===== src/rtl/muldiv_if.sv =====
// Request/result bundle between the EX stage and the iterative multiply/divide unit.
// The EX stage is the master; the unit exposes HI/LO and its busy/done status.
interface muldiv_if #(
    parameter int WIDTH = 32
);
    logic             start;
    logic [2:0]       op;
    logic [WIDTH-1:0] a;
    logic [WIDTH-1:0] b;
    logic             busy;
    logic             done;
    logic [WIDTH-1:0] hi;
    logic [WIDTH-1:0] lo;

    modport master (output start, op, a, b, input busy, done, hi, lo);
    modport slave  (input start, op, a, b, output busy, done, hi, lo);
endinterface


===== src/rtl/muldiv_unit.sv =====
// Iterative MULT/MULTU/DIV/DIVU with architectural HI/LO: shift-add multiply and
// restoring divide on magnitudes, one bit per cycle, sign fix-up in a final cycle.
module muldiv_unit #(
    parameter int WIDTH = 32
) (
    input  logic     clk,
    input  logic     clrn,
    muldiv_if.slave  bus
);
    localparam int CW = $clog2(WIDTH);

    typedef enum logic [2:0] {
        OP_MULT  = 3'b000,
        OP_MULTU = 3'b001,
        OP_DIV   = 3'b010,
        OP_DIVU  = 3'b011,
        OP_MTHI  = 3'b100,
        OP_MTLO  = 3'b101
    } op_e;

    typedef enum logic [1:0] {S_IDLE, S_CALC, S_FIX} state_e;

    state_e             r_state;
    logic [CW-1:0]      r_cnt;
    logic               r_busy;
    logic               r_done;
    logic [WIDTH-1:0]   r_hi;
    logic [WIDTH-1:0]   r_lo;
    logic               r_is_div;
    logic               r_neg_res;
    logic               r_neg_rem;
    logic               r_div_zero;
    logic [WIDTH-1:0]   r_a_raw;
    logic [WIDTH-1:0]   r_opb;
    logic [2*WIDTH-1:0] r_acc;
    logic [WIDTH-1:0]   r_rem;

    logic               w_signed;
    logic               w_is_div;
    logic [WIDTH-1:0]   w_a_abs;
    logic [WIDTH-1:0]   w_b_abs;
    logic [WIDTH:0]     w_add;
    logic [2*WIDTH-1:0] w_mul_next;
    logic [WIDTH:0]     w_shift;
    logic               w_fits;
    logic [WIDTH-1:0]   w_diff;
    logic [2*WIDTH-1:0] w_prod;
    logic [WIDTH-1:0]   w_quo;
    logic [WIDTH-1:0]   w_rem;

    always_comb begin
        w_signed = (bus.op == OP_MULT) || (bus.op == OP_DIV);
        w_is_div = (bus.op == OP_DIV) || (bus.op == OP_DIVU);
        // Magnitudes are plain unsigned, so |0x80000000| stays 0x80000000.
        w_a_abs  = (w_signed && bus.a[WIDTH-1]) ? -bus.a : bus.a;
        w_b_abs  = (w_signed && bus.b[WIDTH-1]) ? -bus.b : bus.b;

        w_add      = {1'b0, r_acc[2*WIDTH-1:WIDTH]} + {1'b0, r_opb};
        w_mul_next = r_acc[0] ? {w_add, r_acc[WIDTH-1:1]} : {1'b0, r_acc[2*WIDTH-1:1]};

        // The trial difference always fits WIDTH bits when the subtraction succeeds.
        w_shift = {r_rem, r_acc[WIDTH-1]};
        w_fits  = w_shift >= {1'b0, r_opb};
        w_diff  = w_shift[WIDTH-1:0] - r_opb;

        w_prod = r_neg_res ? -r_acc : r_acc;
        w_quo  = r_neg_res ? -r_acc[WIDTH-1:0] : r_acc[WIDTH-1:0];
        w_rem  = r_neg_rem ? -r_rem : r_rem;
    end

    // NOTE: non-blocking assignments throughout so every register sees pre-edge values.
    // NOTE: only control state and HI/LO are reset; the datapath is always reloaded on start.
    always_ff @(posedge clk) begin
        if (!clrn) begin
            r_state <= S_IDLE;
            r_cnt   <= '0;
            r_busy  <= 1'b0;
            r_done  <= 1'b0;
            r_hi    <= '0;
            r_lo    <= '0;
        end else begin
            r_done <= 1'b0;
            case (r_state)
                S_IDLE: begin
                    if (bus.start) begin
                        case (bus.op)
                            OP_MTHI: r_hi <= bus.a;
                            OP_MTLO: r_lo <= bus.a;
                            OP_MULT, OP_MULTU, OP_DIV, OP_DIVU: begin
                                r_is_div   <= w_is_div;
                                r_neg_res  <= w_signed && (bus.a[WIDTH-1] ^ bus.b[WIDTH-1]);
                                r_neg_rem  <= w_signed && bus.a[WIDTH-1];
                                r_div_zero <= (bus.b == '0);
                                r_a_raw    <= bus.a;
                                r_opb      <= w_is_div ? w_b_abs : w_a_abs;
                                r_acc      <= {{WIDTH{1'b0}}, w_is_div ? w_a_abs : w_b_abs};
                                r_rem      <= '0;
                                r_cnt      <= '0;
                                r_busy     <= 1'b1;
                                r_state    <= S_CALC;
                            end
                            default: ;
                        endcase
                    end
                end
                S_CALC: begin
                    if (r_is_div) begin
                        r_acc[WIDTH-1:0] <= {r_acc[WIDTH-2:0], w_fits};
                        r_rem            <= w_fits ? w_diff : w_shift[WIDTH-1:0];
                    end else begin
                        r_acc <= w_mul_next;
                    end
                    r_cnt <= r_cnt + 1'b1;
                    if (r_cnt == CW'(WIDTH - 1)) r_state <= S_FIX;
                end
                S_FIX: begin
                    if (r_is_div && r_div_zero) begin
                        r_lo <= '1;
                        r_hi <= r_a_raw;
                    end else if (r_is_div) begin
                        r_lo <= w_quo;
                        r_hi <= w_rem;
                    end else begin
                        {r_hi, r_lo} <= w_prod;
                    end
                    r_done  <= 1'b1;
                    r_busy  <= 1'b0;
                    r_state <= S_IDLE;
                end
                default: r_state <= S_IDLE;
            endcase
        end
    end

    assign bus.busy = r_busy;
    assign bus.done = r_done;
    assign bus.hi   = r_hi;
    assign bus.lo   = r_lo;
endmodule


===== src/flat_wrapper.sv =====
// flat-port wrapper written by rule: the top's interface ports become plain ports
module muldiv_unit_flat 
#(
    parameter int WIDTH = 32
)
  (clk, clrn, bus_start, bus_op, bus_a, bus_b, bus_busy, bus_done, bus_hi, bus_lo);
  muldiv_if #(.WIDTH(WIDTH)) bus_i ();
  input  logic clk;
  input  logic clrn;
  input wire logic [$bits(bus_i.start)-1:0] bus_start;
  input wire logic [$bits(bus_i.op)-1:0] bus_op;
  input wire logic [$bits(bus_i.a)-1:0] bus_a;
  input wire logic [$bits(bus_i.b)-1:0] bus_b;
  output wire logic [$bits(bus_i.busy)-1:0] bus_busy;
  output wire logic [$bits(bus_i.done)-1:0] bus_done;
  output wire logic [$bits(bus_i.hi)-1:0] bus_hi;
  output wire logic [$bits(bus_i.lo)-1:0] bus_lo;
  assign bus_i.start = bus_start;
  assign bus_i.op = bus_op;
  assign bus_i.a = bus_a;
  assign bus_i.b = bus_b;
  assign bus_busy = bus_i.busy;
  assign bus_done = bus_i.done;
  assign bus_hi = bus_i.hi;
  assign bus_lo = bus_i.lo;
  muldiv_unit #(.WIDTH(WIDTH)) u_core (.clk(clk), .clrn(clrn), .bus(bus_i));
endmodule

===== config.mk =====
export PLATFORM = sky130hd
export DESIGN_NAME = muldiv_unit_flat
export DESIGN_NICKNAME = d
export VERILOG_FILES = /design/src/rtl/muldiv_if.sv /design/src/rtl/muldiv_unit.sv /design/src/flat_wrapper.sv
export SDC_FILE = /design/constraint.sdc
export NUM_CORES = 1
export LEC_CHECK = 0
export ABC_AREA = 0
export ABC_CLOCK_PERIOD_IN_PS = 8250
export CORE_MARGIN = 2
export CORE_UTILIZATION = 40
export DETAILED_ROUTE_END_ITERATION = 10
export SYNTH_ARGS = -nofsm -noshare
export SYNTH_HDL_FRONTEND = slang
export SYNTH_SLANG_ARGS = --single-unit

===== constraint.sdc =====
create_clock -name clk -period 8.25 [get_ports clk]
set_input_delay 1.65 -clock clk [delete_from_list [all_inputs] [get_ports clk]]
set_output_delay 1.65 -clock clk [all_outputs]
set_load 0.1 [all_outputs]

After elaboration in Yosys (flattened, before gate mapping). Cells that the tools add are included.

Add/sub/neg operators: 8. $lt $le $gt $ge: 1. Equality and inequality tests: 15. Multiplexer cells: 39. Bitwise operators: 1. Reduce and logical (&&, ||, !) cells: 21.

Operators by type and width (number): 32-bit 2-to-1 mux (20); 64-bit 2-to-1 mux (4); 32-bit case mux with 2 select lines (3); 32-bit negator (4); 64-bit case mux with 2 select lines (1); 64-bit negator (1); 32-bit by 32-bit adder with 33-bit output (1); 33-bit by 32-bit >= comparator with 1-bit output (1); 32-bit zero test (1); 32-bit subtractor (1); 3-bit AND reduction (5); 5-bit 2-to-1 mux (2); 2-bit != test, second input constant (5); 5-bit case mux with 2 select lines (1); 5-bit AND reduction (2); 4-bit AND reduction (2); 3-bit by 2-bit == test with 1-bit output, second input constant (2); 3-bit == test, second input constant (2); 2-bit 2-to-1 mux (3); 5-bit by 1-bit adder with 5-bit output, second input constant (1); 5-bit == test, second input constant (1); 1-bit logical AND (4); 2-bit by 1-bit != test with 1-bit output, second input constant (2); 2-bit case mux with 2 select lines (1); other kinds (11) (15).

Register bits: 237. Input bits: 70. Output and inout bits: 66. Word-level logic and storage cells: 100.

Depth between registers and ports, before layout. Gate-level depths: netlist of the first run.

Word-level depth: 8. Mapped depth: 13. Mapped depth without buffers: 11.

Worst setup path after synthesis of the first run. OpenSTA, ideal clock, no wires.

Kind: input -> register. Start point: in bus_op[2]. End point: reg u_core.r_a_raw[0], enable pin. Setup time: 0.578 ns. Arrival time: 6.388 ns. Data required time: 7.672 ns. Slack: 1.284 ns. Cell stages on the path: 1. Path buffers: 0. Cells stage by stage: nor3_1.

Cells in the longest elaborated chain, start to end: 3. Elaborated cells between the ends (all ways): 6. Those cells by class: eq/ne: 3; reduce/logical: 3.

Ends and longest elaborated chain: start, declared (line flat_wrapper.sv:11) `input wire logic [$bits(bus_i.op)-1:0] bus_op;`; 3-bit by 1-bit == test with 1-bit output, or another cell as far along (line muldiv_unit.sv:86) `case (bus.op)`; 4-bit OR reduction (*) (line muldiv_unit.sv:86); 4-bit AND reduction (no line) (*); end signal, assigned (line muldiv_unit.sv:94) `r_a_raw <= bus.a;`; end, declared (line muldiv_unit.sv:33) `logic [WIDTH-1:0] r_a_raw;`.

Mark *: on every way between the ends. The rest lies on a longest branch, timed or not. A chain may end at the register's enable or synchronous reset.

Final worst setup path of the first run.
Start point: in bus_b[2]. End point: reg u_core.r_acc[29], data pin.

Cells in the longest elaborated chain, start to end: 6.

Ends and longest elaborated chain: start, declared (line flat_wrapper.sv:13) `input wire logic [$bits(bus_i.b)-1:0] bus_b;`; 32-bit negator (line muldiv_unit.sv:56) `w_b_abs = (w_signed && bus.b[WIDTH-1]) ? -bus.b : bus.b;`; 32-bit 2-to-1 mux (line muldiv_unit.sv:56); 32-bit 2-to-1 mux (line muldiv_unit.sv:96) `r_acc <= {{WIDTH{1'b0}}, w_is_div ? w_a_abs : w_b_abs};`; 64-bit 2-to-1 mux (line muldiv_unit.sv:86); 64-bit 2-to-1 mux (line muldiv_unit.sv:85) `if (bus.start) begin`; 64-bit case mux with 2 select lines (line muldiv_unit.sv:83) `case (r_state)`; end signal, assigned (line muldiv_unit.sv:96); end signal, assigned by index (line muldiv_unit.sv:108) `r_acc[WIDTH-1:0] <= {r_acc[WIDTH-2:0], w_fits};`; end signal, assigned (line muldiv_unit.sv:111) `r_acc <= w_mul_next;`; end, declared (line muldiv_unit.sv:35) `logic [2*WIDTH-1:0] r_acc;`.

Every way passes these cells. The select of a mux whose other input is x is not followed.

==> impl_metrics.json, run 1 <==
{
  "status": "finished, final reports clean",
  "place.gp.congestion": 0.9469,
  "cts_sinks": 237,
  "slew_viol_final": 0,
  "port_buffers": 135,
  "synthTopCellsByCount": "208 x a21oi_1, 192 x nand2_1, 167 x nor2_1",
  "setup.worst_path.end_class": "flip-flop",
  "netlist_area_sq_um": 17470,
  "cp_max_fo": 5,
  "cp_top_family": "simple AND/OR/NAND/NOR gates",
  "rows": 76,
  "p_leak_nw": 7.386,
  "core_sq_um": 43080,
  "crit_path_cell_trace": "clkdlybuf4s50_1 -> nor4_1 -> nor4b_1 -> nand3_1 -> nor3_1 -> a31oi_1 -> xor2_1 -> o31ai_1 -> a21oi_1",
  "die_width_microns": 213.0,
  "slowest_delay_ps": 710,
  "path_class": "input port to flip-flop",
  "cts-htree-levels": 1,
  "cp.depth": 9,
  "p_per_area_nw_per_um2": 165.4,
  "num_vias": 16616,
  "maxCapViolations": 0,
  "synth_area_leader_cell": "edfxtp_1",
  "ir_drop_mv": 0.1385,
  "dpl.hpwl_microns": 49860,
  "die_h_microns": 213.0,
  "rr_worst_depth": 7,
  "postRouteAntennaNets": 0,
  "wl_met1_microns": 27340,
  "met2WireLength_microns": 32060,
  "synth_edf_count": 164,
  "postCtsSetupRepairBufs": 0,
  "rsz0062_at_grt": "no",
  "insertion_delay_ps": 580,
  "total_power_mw": 3.351,
  "yosys_register_bits": 237,
  "period_minus_slack_ps": 4550,
  "synthDistinctLibCells": 79,
  "wirelength_microns": 66560,
  "routed.top_layer": "met4",
  "post_cts_resized": 0,
  "cts_buffers": 27,
  "die_area_sq_um": 45370,
  "tns_ps": 0,
  "cp.arrival_ps": 4860,
  "diodes": 0,
  "grt_first_pass_wirelength_microns": 98090,
  "holdBufCountCts": 0,
  "cts_tree": "yes",
  "fmax_ghz": 0.2198,
  "fin_crit_sh": 0.5515,
  "clk_path_buf_depth": 3,
  "area_growth_pct": 15.92,
  "route.detailed.drc": 0,
  "final.setup.worst_slack_ps": 3700,
  "setup-violations-final": 0,
  "gr-total-overflow": 0,
  "synth.most_common_cell": "a21oi_1",
  "start_util": 0.4057,
  "grt_pass1_vias": 15805,
  "post_drt_wl_per_cell_microns": 24.81,
  "crit_slowest_cell": "nor4b_1",
  "wl_met3_microns": 4092,
  "num_io_pins": 136,
  "drive_gt1_frac": 0.05100,
  "worstSetupStartpointType": "input port",
  "synth_area_per_cell_sq_um": 8.724,
  "place_ws_ps": 3196,
  "yosysWarnings": 0,
  "n_fill_cell": 4157,
  "synth_fp_nets": 2145,
  "fin_nets": 2219,
  "grt_usage": 0.2888,
  "cp.required_ps": 8560,
  "synthArstFlopShare": 0,
  "worstMarginPinSlew_ps": 1228,
  "grt_max_degree": 69,
  "synth.top_cell.area_share": 0.2818,
  "drtIter0Drc": 1642,
  "synth_ff_type": "edfxtp_1",
  "synth.area.top_cells": "edfxtp_1 28%, dfxtp_1 8.4%, a21oi_1 6.0%",
  "cts_root_buf": "clkbuf_16",
  "holdPathStages": 2,
  "critical_path_buf_inv_count": 1,
  "drt-pass1-iter-count": 6,
  "hp-class": "flip-flop to flip-flop",
  "final-hold-violation-count": 0,
  "antenna_found_initial": 0,
  "timing.slew.headroom": 0.1798,
  "seq_area_frac_synth": 0.3655,
  "via_per_inst": 6.193,
  "path_clk_slew_ps": 60,
  "fin_skew_ps": 29.50,
  "synth_cells": 2003
}
-- worst reg2reg max path, cell delays in order (launching register included) --
cell,delay (ps)
edfxtp_1,480
or3_1,500
nor4bb_1,970
nand4_1,960
or4_1,740
a211o_1,300
a21oi_1,210
a21oi_1,90
-- where the power goes --
| group | switching [mW] | total (mW) | internal, mW |
|---|---|---|---|
| clock | 0.531 | 1.24 | 0.709 |
| sequential | 0.0711 | 1.41 | 1.34 |
| combinational | 0.458 | 0.705 | 0.247 |
-- final timing paths --
check / startpoint / to / slack [ps]
max: bus_b[2] / u_core.r_acc[29] / 3700
min: u_core.bus.hi[22] / u_core.bus.hi[22] / 480
max reg2reg: u_core.r_acc[14] / u_core.bus.hi[25] / 3830
min reg2reg: u_core.bus.hi[22] / u_core.bus.hi[22] / 480
-- cell usage in the layout, fill, tap and decap left out, types with 30 or more instances in the layout --
cell / instances
a21oi_1: 205
nand2_1: 191
nor2_1: 167
edfxtp_1: 164
clkdlybuf4s50_1: 135
o21ai_0: 107
xnor2_1: 103
mux2i_1: 102
xor2_1: 73
dfxtp_1: 73
inv_1: 70
ha_1: 70
nor3_1: 54
nand3_1: 50
a221oi_1: 38
o31ai_1: 36
a31oi_1: 33
clkbuf_16: 30
-- state kept, by name (all words and copies together), names as in the netlist --
signal / cells
u_core.r_neg_res: 1
u_core.bus.lo: 32
u_core.r_cnt: 5
u_core.r_is_div: 1
u_core.bus.busy: 1
u_core.r_acc: 64
u_core.r_state: 2
u_core.bus.done: 1
u_core.bus.hi: 32
u_core.r_a_raw: 32
u_core.r_div_zero: 1
u_core.r_rem: 32
u_core.r_opb: 32
u_core.r_neg_rem: 1
-- per-layer routing --
layer,up-vias,track usage
li1,7654,-
met1,8132,0.3711
met2,680,0.4894
met3,150,0.03751
met4,0,0.1191
met5,-,0
-- per-stage QoR --
stage / std cells / hold slack, ps / instance area [sq um] / utilization
final: 2683 / 483.4 / 20260 / 0.4702
after global routing: 2683 / 513.0 / 20260 / 0.4702
after CTS: 2683 / 488.5 / 20260 / 0.4702
after detailed placement: 2633 / 476.8 / 19360 / 0.4494
after global placement: 2633 / 471.4 / 19360 / 0.4494
after floorplan: 2003 / 465.9 / 17470 / -
-- cell type report --
type                            instances  area, sq um  share of cell area
Clock inverter                          9        48.80            0.002409
Clock buffer                           41        848.3             0.04188
Tap cell                              585        732.0             0.03614
Inverter                               72        270.3             0.01334
Sequential cell                       237         6386              0.3153
Multi-Input combinational cell       1582        10450              0.5161
Timing Repair Buffer                  157         1516             0.07487
-- kinds of logic after synthesis --
kind of cell,after synthesis,share of synthesized area
XOR/XNOR,176,0.08821
multiplexers,104,0.05972
flip-flops,237,0.3655
AO/OA/AOI/OAI,613,0.2251
buffers and inverters,184,0.04010
AND/OR/NAND/NOR,617,0.1690
adder cells (fa/ha/maj),72,0.05241
No activity file was read; power rests on OpenSTA's default activity.
==> run 2, diff against run 1 <==
--- a/config.mk
+++ b/config.mk
@@ -6,7 +6,7 @@
 export NUM_CORES = 1
 export LEC_CHECK = 0
 export ABC_AREA = 0
-export ABC_CLOCK_PERIOD_IN_PS = 8250
+export ABC_CLOCK_PERIOD_IN_PS = 4050
 export CORE_MARGIN = 2
 export CORE_UTILIZATION = 40
 export DETAILED_ROUTE_END_ITERATION = 10
==> constraint.sdc (replaced) <==
create_clock -name clk -period 4.05 [get_ports clk]
set_input_delay 0.81 -clock clk [delete_from_list [all_inputs] [get_ports clk]]
set_output_delay 0.81 -clock clk [all_outputs]
set_load 0.1 [all_outputs]
==> run 2 against run 1 <==
Worst hold slack got worse by 4.7 ps. Sequential power rose by 100%. Largest cell class unchanged. Global-route usage rose by 0.85 points. Final cell count rose by 2.5%.
==> impl_metrics.json, run 2 (synthesis gave the netlist of run 1 again) <==
{
  "largest_reg_flops": 64,
  "critical_path_buf_inv_count": 0,
  "worstSetupStartpointType": "flip-flop",
  "period_minus_slack_ps": 3701,
  "timing.slew.headroom": 0.2144,
  "cts_root_buf": "clkbuf_16",
  "cp.arrival_ps": 4150,
  "grt_max_degree": 63,
  "cts_sinks": 237,
  "die_h_microns": 213.0,
  "slew_viol_final": 0,
  "area_growth_pct": 19.10,
  "port_buffers": 135,
  "clk_path_buf_depth": 3,
  "slowest_delay_ps": 680,
  "crit_path_cell_trace": "or4_1 -> nor4_1 -> nand4_1 -> or4_1 -> a211o_1 -> a21oi_1 -> a21oi_1",
  "num_vias": 16859,
  "postPlaceCellArea_sq_um": 19900,
  "cts_tree": "yes",
  "cp_max_fo": 6,
  "wirelength_microns": 68370,
  "crit_slowest_cell": "nor4_1",
  "rsz0062_at_grt": "no",
  "n_fill_cell": 4082,
  "die_area_sq_um": 45370,
  "setup.worst_path.end_class": "flip-flop",
  "diodes": 0,
  "final.setup.worst_slack_ps": 349.1,
  "die_width_microns": 213.0,
  "status": "finished, final reports clean",
  "fin_nets": 2286,
  "holdBufCountCts": 0,
  "setup-violations-final": 0,
  "top_register": "u_core.r_acc",
  "drive_gt1_frac": 0.07849,
  "tns_ps": 0,
  "drt-pass1-iter-count": 6,
  "grt_pass1_vias": 16338,
  "cts_buffers": 28,
  "route.detailed.drc": 0,
  "path_class": "flip-flop to flip-flop",
  "fmax_ghz": 0.2702,
  "holdPathStages": 2,
  "final-hold-violation-count": 0,
  "rows": 76,
  "cp.depth": 7,
  "path_clk_slew_ps": 60,
  "drtIter0Drc": 1704,
  "postCtsSetupRepairBufs": 0,
  "cp.required_ps": 4490,
  "start_util": 0.4057,
  "p_per_area_nw_per_um2": 331.6,
  "hp-class": "flip-flop to flip-flop",
  "cts-htree-levels": 1,
  "final_util": 0.4832,
  "gr-total-overflow": 0,
  "postRouteAntennaNets": 0,
  "final_common_cell": "a21oi_1",
  "fin_crit_sh": 0.9138,
  "whs_ps": 478.6,
  "dpl.hpwl_microns": 52740,
  "rr_worst_depth": 7,
  "post-route-cell-area_sq_um": 20810,
  "antenna_found_initial": 0,
  "maxCapViolations": 0,
  "cp_top_family": "simple AND/OR/NAND/NOR gates",
  "place.gp.congestion": 0.9534,
  "post_cts_resized": 0,
  "dp_cells": 2699,
  "core_sq_um": 43080,
  "fin_cells": 2751,
  "worstMarginPinSlew_ps": 1178,
  "place_ws_ps": 285.2,
  "final_cell_mix": "205 x a21oi_1, 191 x nand2_1, 167 x nor2_1, 164 x edfxtp_1, 135 x clkdlybuf4s50_1",
  "grt_first_pass_wirelength_microns": 100300,
  "via_per_inst": 6.128,
  "num_io_pins": 136,
  "fin_skew_ps": 29.31,
  "post_drt_wl_per_cell_microns": 24.85,
  "p_leak_nw": 7.717,
  "total_power_mw": 6.901,
  "insertion_delay_ps": 580,
  "grt_usage": 0.2973,
  "ir_drop_mv": 0.2830
}
-- run 2: power breakdown --
group          switching [mW]  total (mW)  internal, mW
combinational           0.962        1.50         0.542
clock                    1.10        2.54          1.44
sequential              0.139        2.86          2.72
-- run 2: final cells by class --
| type | count | area, sq um | share of cell area |
|---|---|---|---|
| multi-input combinational | 1582 | 10460 | 0.5026 |
| clock buffer | 36 | 824.5 | 0.03962 |
| clock inverter | 16 | 90.09 | 0.004328 |
| tap | 585 | 732.0 | 0.03517 |
| inverter | 72 | 270.3 | 0.01299 |
| sequential | 237 | 6386 | 0.3068 |
| timing repair buffer | 223 | 2049 | 0.09847 |
-- run 2: path summary, 6_finish.rpt --
kind / start / to / slack, ps
setup / recovery: u_core.r_acc[27] / u_core.bus.hi[25] / 350
hold / removal: u_core.bus.hi[22] / u_core.bus.hi[22] / 480
setup reg to reg: u_core.r_acc[27] / u_core.bus.hi[25] / 350
hold reg to reg: u_core.bus.hi[22] / u_core.bus.hi[22] / 480
-- run 2: per-layer routing --
metal  track usage  wire length, microns  part of all wire
met1        0.3767                 27590              0.40
met2        0.4977                 32390              0.47
met3       0.04045                  4530             0.066
met4        0.1466                  3857             0.056
met5             0                     0                 0
-- run 2: worst reg2reg max path, stage by stage (launching register included) --
cell and delay, ps:
edfxtp_1 520, or4_1 590, nor4_1 680, nand4_1 540, or4_1 580, a211o_1 300, a21oi_1 260, a21oi_1 110
==> run 3, diff against run 2 <==
--- a/config.mk
+++ b/config.mk
@@ -6,10 +6,11 @@
 export NUM_CORES = 1
 export LEC_CHECK = 0
 export ABC_AREA = 0
-export ABC_CLOCK_PERIOD_IN_PS = 4050
+export ABC_CLOCK_PERIOD_IN_PS = 3450
 export CORE_MARGIN = 2
 export CORE_UTILIZATION = 40
 export DETAILED_ROUTE_END_ITERATION = 10
+export PLACE_DENSITY = 0.65
 export SYNTH_ARGS = -nofsm -noshare
 export SYNTH_HDL_FRONTEND = slang
 export SYNTH_SLANG_ARGS = --single-unit
==> constraint.sdc (replaced) <==
create_clock -name clk -period 3.45 [get_ports clk]
set_input_delay 0.69 -clock clk [delete_from_list [all_inputs] [get_ports clk]]
set_output_delay 0.69 -clock clk [all_outputs]
set_load 0.1 [all_outputs]
==> run 3 against run 2 <==
Clock-buffer cell count increased by 1. Final area grew 5.4%. Sequential power rose by 16%. Global-route usage up 0.13 points. Power is 25% higher. Clock skew fell by 20 ps. Combinational power grew 29%. Non-clock buffer count is 133 higher. Die area unchanged. Via count is 4.8% higher. Largest power group is now the clock network. Highest routed layer is now met5.
==> impl_metrics.json, run 3 (synthesis gave the netlist of run 1 again) <==
{
  "worstSetupStartpointType": "flip-flop",
  "seqCellArea_sq_um": 6386,
  "path_clk_slew_ps": 70,
  "drive_gt1_frac": 0.1540,
  "grt_usage": 0.2986,
  "min_from": "u_core.bus.busy",
  "die_width_microns": 213.0,
  "fin_nets": 2419,
  "cts_sinks": 237,
  "area_growth_pct": 25.58,
  "drtIter0Drc": 1713,
  "post_drt_wl_per_cell_microns": 23.86,
  "num_vias": 17674,
  "total_power_mw": 8.636,
  "postRouteAntennaNets": 0,
  "worstMarginPinSlew_ps": 993.8,
  "cts_buffers": 28,
  "grt_max_degree": 63,
  "drt-pass1-iter-count": 6,
  "hp-class": "flip-flop to flip-flop",
  "fmax_ghz": 0.2974,
  "top_register": "u_core.r_acc",
  "fin_crit_sh": 0.9746,
  "dpl.hpwl_microns": 53210,
  "antenna_found_initial": 4,
  "ir_drop_mv": 0.3422,
  "crit-reg2reg-launch": "u_core.r_opb[26]",
  "startpoint": "u_core.r_opb[26]",
  "grt_first_pass_wirelength_microns": 101300,
  "cp.required_ps": 3750,
  "fin_skew_ps": 9.517,
  "n_fill_cell": 4050,
  "cts_tree": "yes",
  "cts_root_buf": "clkbuf_16",
  "clk_path_buf_depth": 3,
  "rows": 76,
  "route.detailed.drc": 0,
  "core_sq_um": 43080,
  "slew_viol_final": 0,
  "maxCapViolations": 0,
  "setup-violations-final": 0,
  "cts-htree-levels": 1,
  "period_minus_slack_ps": 3362,
  "cp_max_fo": 6,
  "final_common_cell": "buf_4",
  "p_per_area_nw_per_um2": 393.5,
  "wirelength_microns": 68850,
  "final_cell_mix": "254 x buf_4, 204 x a21oi_1, 191 x nand2_1, 166 x nor2_1, 164 x edfxtp_1",
  "via_per_inst": 6.124,
  "cp.arrival_ps": 3660,
  "die_h_microns": 213.0,
  "place_ws_ps": -36.62,
  "gr-total-overflow": 0,
  "num_io_pins": 136,
  "timing.slew.headroom": 0.3354,
  "multi_input_area_sq_um": 10480,
  "path_class": "flip-flop to flip-flop",
  "start_util": 0.4057,
  "setup.worst_path.end_class": "flip-flop",
  "final-hold-violation-count": 0,
  "largest_reg_flops": 64,
  "holdBufCountCts": 0,
  "p_leak_nw": 8.549,
  "final.setup.worst_slack_ps": 87.60,
  "insertion_delay_ps": 560,
  "grt_pass1_vias": 16863,
  "place.gp.congestion": 0.9913,
  "status": "finished, final reports clean",
  "port_buffers": 135,
  "die_area_sq_um": 45370
}
[run 3: worst paths after layout]
check / endpoint / slack, ps / depth (start not counted)
setup / recovery: u_core.r_acc[0] / 90 / 11
setup reg to reg: u_core.r_acc[0] / 90 / 11
hold / removal: u_core.bus.busy / 500 / 2
hold reg to reg: u_core.bus.busy / 500 / 2
[run 3: metal layers]
layer	track usage	up-vias	wire length, microns
met2	0.5012	804	32600
met3	0.04589	189	5575
met5	0	-	26
li1	-	8062	-
met4	0.1317	4	3522
met1	0.3801	8615	27130
[run 3: cell type report]
class / instances / share of cell area
clock inverter: 15 / 0.009408
sequential: 237 / 0.2910
tap: 585 / 0.03336
clock buffer: 37 / 0.03866
multi-input combinational: 1582 / 0.4775
antenna: 2 / 0.0002281
inverter: 72 / 0.01232
timing repair buffer: 356 / 0.1375
[run 3: report_power, final]
| group | total, mW | internal [mW] | leakage (nW) | switching (mW) |
|---|---|---|---|---|
| clock | 3.39 | 2.10 | 0.524 | 1.29 |
| combinational | 1.94 | 0.741 | 5.91 | 1.20 |
| sequential | 3.31 | 3.19 | 2.12 | 0.120 |
| total | 8.64 | 6.03 | 8.55 | 2.61 |
[run 3: worst max-delay path, stage by stage, from the launching register on]
cell	delay [ps]
edfxtp_1	530
inv_1	110
ha_1	340
a21oi_1	290
o21bai_1	100
a21oi_1	210
o21ai_0	190
a211oi_1	500
o31ai_4	230
buf_4	210
nor2_1	240
o22ai_1	140
[run 3: per-stage QoR]
stage	TNS [ps]	util	std cells	area [sq um]	hold WS (ps)
finish	0	0.5094	2886	21940	501.2
global route	-3.519	0.5093	2884	21940	535.0
CTS	0	0.5084	2882	21900	496.5
detailed placement	-104.9	0.4839	2830	20850	484.5
global placement	0	0.4839	2830	20850	473.7
floorplan	0	-	2003	17490	465.9
[run 3: repair_timing]
item | CTS | global route
buffers inserted | 0 | 2
endpoints found under the setup margin | 0 | 23
resized for setup | 0 | 5
